--- src/rtl/pixel_ram_arbiter.sv ---
// Arbitrates a single-port pixel RAM between the scan read path (absolute
// priority, front buffer) and a req/ack host port (back buffer), with
// frame-synchronous front/back buffer swapping.
module pixel_ram_arbiter #(
  parameter int unsigned ADDR_WIDTH = 11,
  parameter int unsigned DATA_WIDTH = 24
) (
  input  logic                  clk_in,
  input  logic                  reset,
  input  logic                  scan_req,
  input  logic [ADDR_WIDTH-1:0] scan_addr,
  output logic                  scan_valid,
  output logic [DATA_WIDTH-1:0] scan_data,
  input  logic                  frame_end,
  input  logic                  host_req,
  input  logic                  host_we,
  input  logic [ADDR_WIDTH-1:0] host_addr,
  input  logic [DATA_WIDTH-1:0] host_wdata,
  output logic                  host_ack,
  output logic [DATA_WIDTH-1:0] host_rdata,
  input  logic                  host_swap,
  output logic                  swap_pending,
  output logic                  swap_done,
  output logic                  front_buffer,
  output logic [ADDR_WIDTH:0]   ram_addr,
  output logic                  ram_we,
  output logic [DATA_WIDTH-1:0] ram_wdata,
  input  logic [DATA_WIDTH-1:0] ram_rdata
);

  typedef enum logic {
    ST_IDLE,
    ST_ACK
  } host_state_e;

  host_state_e state_q, state_d;
  logic        host_ack_q, host_ack_d;
  logic        scan_valid_q, scan_valid_d;
  logic        swap_pending_q, swap_pending_d;
  logic        swap_done_q, swap_done_d;
  logic        front_buffer_q, front_buffer_d;
  logic        host_issue;

  // A host access may only start when idle, the RAM is not claimed by scan,
  // and no swap is waiting (the back buffer must not change under it).
  always_comb begin
    host_issue = (state_q == ST_IDLE) && host_req && !swap_pending_q && !scan_req;
  end

  always_comb begin
    state_d      = state_q;
    host_ack_d   = 1'b0;
    scan_valid_d = scan_req;
    case (state_q)
      ST_IDLE: begin
        if (host_issue) begin
          state_d    = ST_ACK;
          host_ack_d = 1'b1;
        end
      end
      ST_ACK: begin
        state_d = ST_IDLE;
      end
      default: begin
        state_d = ST_IDLE;
      end
    endcase
  end

  // A swap request in the same cycle as frame_end only arms the swap; the
  // exchange waits for the following frame_end.
  always_comb begin
    swap_pending_d = swap_pending_q;
    front_buffer_d = front_buffer_q;
    swap_done_d    = 1'b0;
    if (host_swap && !swap_pending_q) begin
      swap_pending_d = 1'b1;
    end else if (frame_end && swap_pending_q) begin
      swap_pending_d = 1'b0;
      front_buffer_d = ~front_buffer_q;
      swap_done_d    = 1'b1;
    end
  end

  always_comb begin
    ram_we    = 1'b0;
    ram_addr  = {~front_buffer_q, host_addr};
    ram_wdata = host_wdata;
    if (scan_req) begin
      ram_addr = {front_buffer_q, scan_addr};
    end else if (host_issue) begin
      ram_we = host_we & reset;
    end
  end

  always_ff @(posedge clk_in or negedge reset) begin
    if (!reset) begin
      state_q        <= ST_IDLE;
      host_ack_q     <= 1'b0;
      scan_valid_q   <= 1'b0;
      swap_pending_q <= 1'b0;
      swap_done_q    <= 1'b0;
      front_buffer_q <= 1'b0;
    end else begin
      state_q        <= state_d;
      host_ack_q     <= host_ack_d;
      scan_valid_q   <= scan_valid_d;
      swap_pending_q <= swap_pending_d;
      swap_done_q    <= swap_done_d;
      front_buffer_q <= front_buffer_d;
    end
  end

  assign host_ack     = host_ack_q;
  assign host_rdata   = ram_rdata;
  assign scan_valid   = scan_valid_q;
  assign scan_data    = ram_rdata;
  assign swap_pending = swap_pending_q;
  assign swap_done    = swap_done_q;
  assign front_buffer = front_buffer_q;

endmodule

--- config.mk ---
export PLATFORM = sky130hd
export DESIGN_NAME = pixel_ram_arbiter
export DESIGN_NICKNAME = d
export VERILOG_FILES = /design/src/rtl/pixel_ram_arbiter.sv
export SDC_FILE = /design/constraint.sdc
export NUM_CORES = 1
export LEC_CHECK = 0
export CAP_MARGIN = 40
export CORE_AREA = 2 2 65 67
export DETAILED_ROUTE_END_ITERATION = 12
export DIE_AREA = 0 0 67 69
export DONT_BUFFER_PORTS = 1
export GPL_TIMING_DRIVEN = 0
export PLACE_DENSITY = 0.32
export SYNTH_ARGS = -nofsm -noshare
export SYNTH_HDL_FRONTEND = slang
export SYNTH_SLANG_ARGS = --single-unit
--- constraint.sdc ---
create_clock -name clk_in -period 1.49 [get_ports clk_in]
set_input_delay 0.298 -clock clk_in [delete_from_list [all_inputs] [get_ports clk_in]]
set_output_delay 0.298 -clock clk_in [all_outputs]
set_load 0.005 [all_outputs]
==> results of run 1 <==
==> stage by stage <==
| stage | utilization [%] | total power [mW] | area, sq um |
|---|---|---|---|
| 2_1_floorplan | - | 0.411 | 850 |
| 3_3_place_gp | 23.3 | 0.444 | 912 |
| 3_5_place_dp | 23.3 | 0.441 | 912 |
| 4_1_cts | 24.7 | 0.699 | 967 |
| 5_1_grt | 25.0 | 0.737 | 977 |
| 6_report | 25.0 | 0.693 | 980 |
==> synth_stat cells (all sizes together) <==
library cell  count  share of area [%]
and2              1               0.74
and3              1               0.74
buf              73                 65
dfrtp             5                 15
mux2             11                 15
nor2              2               0.88
nor4b             1                1.8
xnor2             1                1.0
xor2              1                1.0
==> critical path, cell delays in order (launching register included) <==
cell     delay, ns
dfrtp_2       0.43
nor4b_4       0.29
and3_1        0.20
==> timing repair <==
item                                    CTS  global route
hold buffers                              1             0
endpoints found under the hold margin     5             0
endpoints found under the setup margin    0             1
resized for setup                         0             2
==> how the worst max path moves through the flow <==
| stage | to | depth (start not counted) |
|---|---|---|
| after floorplan | ram_we | 2 |
| after global placement | ram_we | 2 |
| after detailed placement | ram_we | 2 |
| after CTS | ram_we | 2 |
| after global routing | ram_we | 2 |
| final | ram_we | 2 |
==> logic make-up after synthesis <==
family                 after synthesis  share of synthesized area, %
buffers and inverters               73                          64.5
XOR/XNOR                             2                          2.06
multiplexers                        11                          14.6
AND/OR/NAND/NOR                      5                          4.12
flip-flops                           5                          14.7
==> placed cells by master, fill, tap and decap left out, types with 2 or more instances in the layout <==
master	n
buf_4	73
mux2_2	11
dfrtp_1	4
clkbuf_8	3
nor2_1	2
==> where the power goes <==
part	total [mW]	internal, mW	switching (mW)
Combinational	0.252	0.166	0.0855
Clock	0.249	0.184	0.0651
Sequential	0.192	0.162	0.0306
==> registers in the layout (all words and copies together), names as in the netlist <==
register	cells
front_buffer	1
swap_done	1
scan_valid	1
host_ack	1
swap_pending	1
==> cell type report <==
type | instances | area [sq um]
buffer | 73 | 548
antenna | 1 | 2.50
tap | 50 | 62.6
timing repair buffer | 1 | 10.0
fill | 457 | 2930
clock buffer | 4 | 45.0
sequential | 5 | 126
multi-input combinational | 18 | 185
==> metal layers <==
| metal | share of wire (%) | wire [microns] | GRT usage, % |
|---|---|---|---|
| met1 | 24 | 526 | 6.63 |
| met2 | 59 | 1320 | 16.8 |
| met3 | 16 | 356 | 3.43 |
| met4 | 0.94 | 21 | 3.40 |
| met5 | 0 | 0 | 0 |
==> impl_metrics.toml, run 1 <==
[route]
drcViolationCount = 0
drt-initial-drc-count = 1
ant_nets = 0
vias = 582
wl_mm = 2.23
first_pass_iters = 4
viasPerCell = 3.83
wl_per_cell_microns = 14.7

[clocking]
cts_buffer_depth = 2
cts_buffers = 3
clock-root-buffer = "clkbuf_8"
cts_tree = "built"
cts_htree_levels = 1
clk_latency_ns = 0.22
post_cts_buffers = 0
cts_sinks = 5
clk_transition_reported_paths_ns = 0.03

[worst_hold_path]
worstHoldStart = "scan_req"
holdPathEnd = "scan_valid"
min_path_type = "in -> reg"
hold_depth = 0

[worst_setup_path]
cp_max_fo = 4
critPathKind = "reg -> out"
end_kind = "primary output"
r2r_cells = 2
timing.rr.end = "front_buffer"
startpoint = "swap_pending"
rrSetupSlack_ns = 0.60
cp_data_arrival_time_ns = 1.15
critPathRequiredTime_ns = 1.19
reg2reg_from = "swap_pending"
critPathLaunchType = "register"

[sta]
fin_tns_setup_ns = 0
rsz0062_at_grt = "yes"
finalMaxSlewViolations = 0
finalHoldViolations = 0
period_minus_slack_ns = 1.45
slew_headroom_pct = 84.9
setup_ws_ns = 0.0448
fmax_ghz = 0.692
worst_pin_slew_ns = 0.226
hold_ws_ns = 0.105
setup_viol = 0
fin_skew_ns = 0.00121
fin_crit_sh_pct = 97.0

[synthesis]
synth_warnings = 0
synth_nets = 173
ys_seq_area_share_pct = 14.7
syn_area_sq_um = 850
yosys.cell_types.count = 9
ys_ff_latch = 5
syn-instance-count = 96
syn_avg_cell_area_sq_um = 8.85

[layout]
stdcell_count = 152
layout-drive-gt1-share_pct = 88.1
syn2layout_area_growth_pct = 15.3
num-nets-final = 179

[floorplan]
fp.dieH_microns = 69
coreArea_sq_mm = 0.00391
start_util_pct = 21.7
dieArea_sq_mm = 0.00462
die_w_microns = 67
num_rows = 23
io_pins = 167

[power_and_ir_drop]
ir_drop_uv = 139
p_leak_nw = 0.507
power.density_mw_per_mm2 = 707

[global_route]
track_usage_pct = 8.38
grt_pass1_vias = 551
grt_max_degree = 11
antenna_found_initial = 1
grt_first_pass_wirelength_mm = 2.86
gr-total-overflow = 0

[job]
max_cap_viol_count = 0

[place]
portBuffers = 0
placed_cells = 146
place_ws_ns = 0.251
gp_congestion = 0.720

[status]
status = "finished, final reports clean"
Power figures use the tool's default switching activity.
==> run 2: changes to the inputs <==
- ABC_AREA: not set -> 1
- CORE_AREA: 2 2 65 67 -> 2 2 64 66
- DIE_AREA: 0 0 67 69 -> 0 0 66 68
- PLACE_DENSITY: 0.32 -> 0.34
==> impl_metrics.toml, run 2 <==
[status]
status = "finished, final reports clean"

[floorplan]
coreArea_sq_mm = 0.00386
dieArea_sq_mm = 0.00449
fp.dieH_microns = 68
io_pins = 167
start_util_pct = 23.5
die_w_microns = 66
num_rows = 23

[place]
dp.final_hpwl_mm = 1.90
place_ws_ns = 0.486
placed_cells = 175
gp_congestion = 0.683
portBuffers = 0

[clocking]
cts_htree_levels = 1
ctsResizeCount = 0
cts_buffer_depth = 2
cts_buffers = 3
cts_sinks = 5
clk_transition_reported_paths_ns = 0.04
cts_tree = "built"
clock-root-buffer = "clkbuf_8"
clk_latency_ns = 0.22

[global_route]
grt_pass1_vias = 612
track_usage_pct = 7.10
gr-total-overflow = 0
grt_max_degree = 11
antenna_found_initial = 0
grt_first_pass_wirelength_mm = 2.41

[layout]
antenna_cells = 0
stdcell_count = 180
num-nets-final = 208
layout-drive-gt1-share_pct = 63.8
final_common_cell = "buf_4"
syn2layout_area_growth_pct = 13.0
final_cell_mix = "buf_4, inv_1, nand2_1"

[power_and_ir_drop]
ir_drop_uv = 622
p_sw_share_pct = 27.5
clkPwrFrac_pct = 35.8
internal_power_uw = 508
p_sw_uw = 193
pwr-share-comb_pct = 37.3
p_leak_nw = 0.592
sequentialPowerShare_pct = 26.9
power.density_mw_per_mm2 = 685

[synthesis]
synth_nets = 202
syn_avg_cell_area_sq_um = 7.25
synth-main-ff-cell = "dfrtp_1"
synthTopCellsByCount = "buf_4, inv_1, nand2_1, o21ai_0"
ys_top_cells_by_area = "buf_4, dfrtp_1, inv_1"
synth_top_cell_area_share_pct = 59.7
syn-instance-count = 125
yosysTopAreaCell = "buf_4"
synth_warnings = 0
yosysMostFrequentCell = "buf_4"
ys_seq_area_share_pct = 13.8
synth_edf_count = 0
synth-async-reset-ratio_pct = 100
syn_area_sq_um = 906
ys_ff_latch = 5
yosys.cell_types.count = 10

[route]
drcViolationCount = 0
wl_per_cell_microns = 11.4
ant_nets = 0
vias = 701
wl_mm = 2.06
first_pass_iters = 4
viasPerCell = 3.89
drt-initial-drc-count = 2

[sta]
fin_skew_ns = 0.000943
fmax_ghz = 0.807
finalMaxSlewViolations = 0
setup_ws_ns = 0.250
slew_headroom_pct = 81.4
period_minus_slack_ns = 1.24
fin_crit_sh_pct = 83.2
rsz0062_at_grt = "no"
finalHoldViolations = 0
worst_pin_slew_ns = 0.276
fin_tns_setup_ns = 0
setup_viol = 0

[worst_setup_path]
critPathRequiredTime_ns = 1.19
cp_max_fo = 4
cp_data_arrival_time_ns = 0.94
critPathKind = "reg -> out"
critPathLaunchType = "register"
end_kind = "primary output"
rrSetupSlack_ns = 0.72

[worst_hold_path]
min_path_type = "in -> reg"

[job]
max_cap_viol_count = 0
## run 2: changes by cell type after synthesis, sizes merged, moves of 3 or more
cell | before | now
inv | 0 | 14
nand2 | 0 | 14
mux2 | 11 | 0
o21ai | 0 | 11
nor2 | 2 | 5
## run 2: power by group through the flow
stage / clock, mW / combinational, mW / sequential [mW]
2_1_floorplan: 0 / 0.238 / 0.185
3_3_place_gp: 0 / 0.263 / 0.192
3_5_place_dp: 0 / 0.262 / 0.190
4_1_cts: 0.255 / 0.266 / 0.189
5_1_grt: 0.267 / 0.289 / 0.193
6_report: 0.251 / 0.262 / 0.188
## run 2: routing by layer
metal	track usage, %	part of all wire (%)	wire (microns)
met1	5.91	24	503
met5	0	0	0
met2	14.5	57	1180
met3	2.96	18	373
met4	3.06	0	0
## run 2: cell families (layout without fill, tap and decap cells)
logic type | Yosys count | in the layout | share of synthesized area, %
AO/OA/AOI/OAI | 11 | 11 | 8.15
AND/OR/NAND/NOR | 19 | 19 | 8.15
flip-flops | 5 | 5 | 13.8
buffers and inverters | 88 | 93 | 68.0
XOR/XNOR | 2 | 2 | 1.93
## run 2: worst max-delay path, cell delays in order (launching register included)
cell and delay (ns):
dfrtp_1 0.42, nor2_1 0.10, nand2_1 0.08, nor2_1 0.12
## run 2: layout make-up
type                    count  area [sq um]
multi-input cells          32           165
clock buffers               4          45.0
fillers                   434          2830
plain buffers              74           563
well taps                  50          62.6
inverters                  14          52.6
flip-flops and latches      5           125
repair buffers              1          10.0
## run 2: final timing paths
check                              from      endpoint  cells after the start
min in group asynchronous         reset      host_ack                      1
max in group asynchronous         reset  front_buffer                      1
setup / recovery           swap_pending        ram_we                      3
hold reg to reg            front_buffer  front_buffer                      1
hold / removal                 scan_req    scan_valid                      0
setup reg to reg           swap_pending  front_buffer                      2
## run 2: what timing repair did
| item | in CTS | in global routing |
|---|---|---|
| hold endpoints to repair | 5 | 0 |
| endpoints found under the setup margin | 0 | 0 |
| buffers inserted | 0 | 0 |
| hold buffers | 1 | 0 |
## run 2: per-stage QoR
stage | instance area (sq um) | power, mW | hold slack, ns | util, %
floorplan | 906 | 0.422 | 0.00241 | -
global placement | 968 | 0.456 | 0.00256 | 25.1
detailed placement | 968 | 0.452 | 0.00257 | 25.1
CTS | 1020 | 0.710 | 0.104 | 26.5
global route | 1020 | 0.750 | 0.0991 | 26.5
finish | 1020 | 0.701 | 0.108 | 26.5
==> run 3: changes to the inputs <==
- ABC_AREA: 1 -> 0
- CORE_AREA: 2 2 64 66 -> 2 2 65 67
- DIE_AREA: 0 0 66 68 -> 0 0 67 69
- PLACE_DENSITY: 0.34 -> 0.32
- clock period: 1.49 -> 1.28 ns (I/O delays scaled with it)
==> impl_metrics.toml, run 3 (synthesis results as in run 1) <==
[worst_setup_path]
cp_data_arrival_time_ns = 1.15
critPathKind = "reg -> out"
max_stage_delay_ns = 0.43
cp_max_fo = 4
critPathRequiredTime_ns = 1.02
critical_path.slowest_cell = "dfrtp_2"
worst-path-buf-inv = 0
end_kind = "primary output"
crit_family = "simple AND/OR/NAND/NOR gates"
cp_cell_sequence = "nor4b_4, and3_4"
critPathLaunchType = "register"

[place]
placed_cells = 146
gp_congestion = 0.720
place_ws_ns = 0.0826
portBuffers = 0

[sta]
finalMaxSlewViolations = 0
rsz0062_at_grt = "yes"
fin_crit_sh_pct = 109
worst_pin_slew_ns = 0.224
hold_ws_ns = 0.0630
period_minus_slack_ns = 1.40
fin_skew_ns = 0.00135
setup_viol = 1
fmax_ghz = 0.714
finalHoldViolations = 0
setup_ws_ns = -0.121
slew_headroom_pct = 85.0

[global_route]
grt_first_pass_wirelength_mm = 2.88
track_usage_pct = 8.42
grt_pass1_vias = 557
antenna_found_initial = 1
grt_max_degree = 11
gr-total-overflow = 0

[layout]
layout-drive-gt1-share_pct = 89.2
fill_cells = 454
multi_input_area_sq_um = 190
num-nets-final = 180
final_cell_mix = "buf_4, mux2_2, dfrtp_1"
syn2layout_area_growth_pct = 16.8
final_common_cell = "buf_4"
register_area_sq_um = 126
utilization_pct = 25.4
stdcell_count = 153

[worst_hold_path]
min_path_type = "in -> reg"

[clocking]
clock-root-buffer = "clkbuf_8"
cts_sinks = 5
cts_htree_levels = 1
cts_tree = "built"
clk_latency_ns = 0.22
cts_buffer_depth = 2
clk_transition_reported_paths_ns = 0.04
cts_buffers = 3

[route]
drt-initial-drc-count = 1
ant_nets = 0
wl_per_cell_microns = 14.6
first_pass_iters = 4
vias = 588
wl_mm = 2.23
viasPerCell = 3.84
drcViolationCount = 0

[job]
max_cap_viol_count = 0

[floorplan]
die_w_microns = 67
fp.dieH_microns = 69
start_util_pct = 21.7
coreArea_sq_mm = 0.00391
dieArea_sq_mm = 0.00462
io_pins = 167
num_rows = 23

[power_and_ir_drop]
power.total_uw = 810
sequentialPowerShare_pct = 27.6
clkPwrFrac_pct = 35.8
pwr-share-comb_pct = 36.6
p_sw_share_pct = 26.1
p_leak_nw = 0.511
internal_power_uw = 598
power.density_mw_per_mm2 = 816
ir_drop_uv = 162
p_sw_uw = 212

[status]
violations = "setup timing"
status = "complete, but fails checks"
## run 3: changes by cell type in the layout (fill, tap and decap cells not counted), sizes merged
| cell | previous run | this run |
|---|---|---|
| nand2 | 14 | 0 |
| xnor2 | 2 | 1 |
| nor4b | 0 | 1 |
| mux2 | 0 | 11 |
| xor2 | 0 | 1 |
| and2 | 0 | 1 |
| inv | 14 | 0 |
| nor2 | 5 | 2 |
| diode | 0 | 1 |
| and3 | 0 | 1 |
| o21ai | 11 | 0 |
## run 3: routing by layer
metal / global-route usage, % / wire length [microns]
met5: 0 / 0
met4: 3.40 / 21
met3: 3.43 / 365
met2: 16.9 / 1320
met1: 6.63 / 518
## run 3: final timing paths
check,start,endpoint,slack [ns],cells past startpoint
worst max-delay path,swap_pending,ram_we,-0.12,2
worst min-delay path,scan_req,scan_valid,0.06,0
worst max register to register,swap_pending,host_ack,0.37,2
worst min register to register,front_buffer,front_buffer,0.54,1
max in group asynchronous,reset,swap_pending,0.75,1
min in group asynchronous,reset,scan_valid,0.32,1
## run 3: area by class of cell
cell class,instances,share of cell area [%]
antenna,1,0.252
buffer,73,55.2
clock buffer,4,4.54
multi-input combinational,18,19.2
sequential,5,12.7
tap,50,6.31
timing repair buffer,2,1.77
## run 3: metrics by stage
| step | TNS [ns] | cell area (sq um) |
|---|---|---|
| final | -0.121 | 992 |
| after global routing | -0.192 | 990 |
| after CTS | -0.139 | 975 |
| after detailed placement | 0 | 912 |
| after global placement | 0 | 912 |
| after floorplan | 0 | 850 |
## run 3: what timing repair did
| item | in CTS | in global routing |
|---|---|---|
| hold buffers | 1 | 0 |
| pin swaps | 2 | 2 |
| setup endpoints to repair | 1 | 1 |
| cloned | 0 | 0 |
| setup buffers | 1 | 0 |
| hold endpoints to repair | 5 | 0 |
| resized for setup | 0 | 3 |
## run 3: worst register-to-register path, stage by stage (launching register included)
cell and delay, ns:
dfrtp_2 0.43, nor4b_4 0.27, buf_4 0.15
## run 3: power groups by stage
stage               registers (mW)  clock network [mW]  logic, mW
finish                       0.224               0.290      0.296
global route                 0.228               0.316      0.318
CTS                          0.221               0.296      0.299
detailed placement           0.222                   0      0.291
global placement             0.222                   0      0.294
floorplan                    0.215                   0      0.263
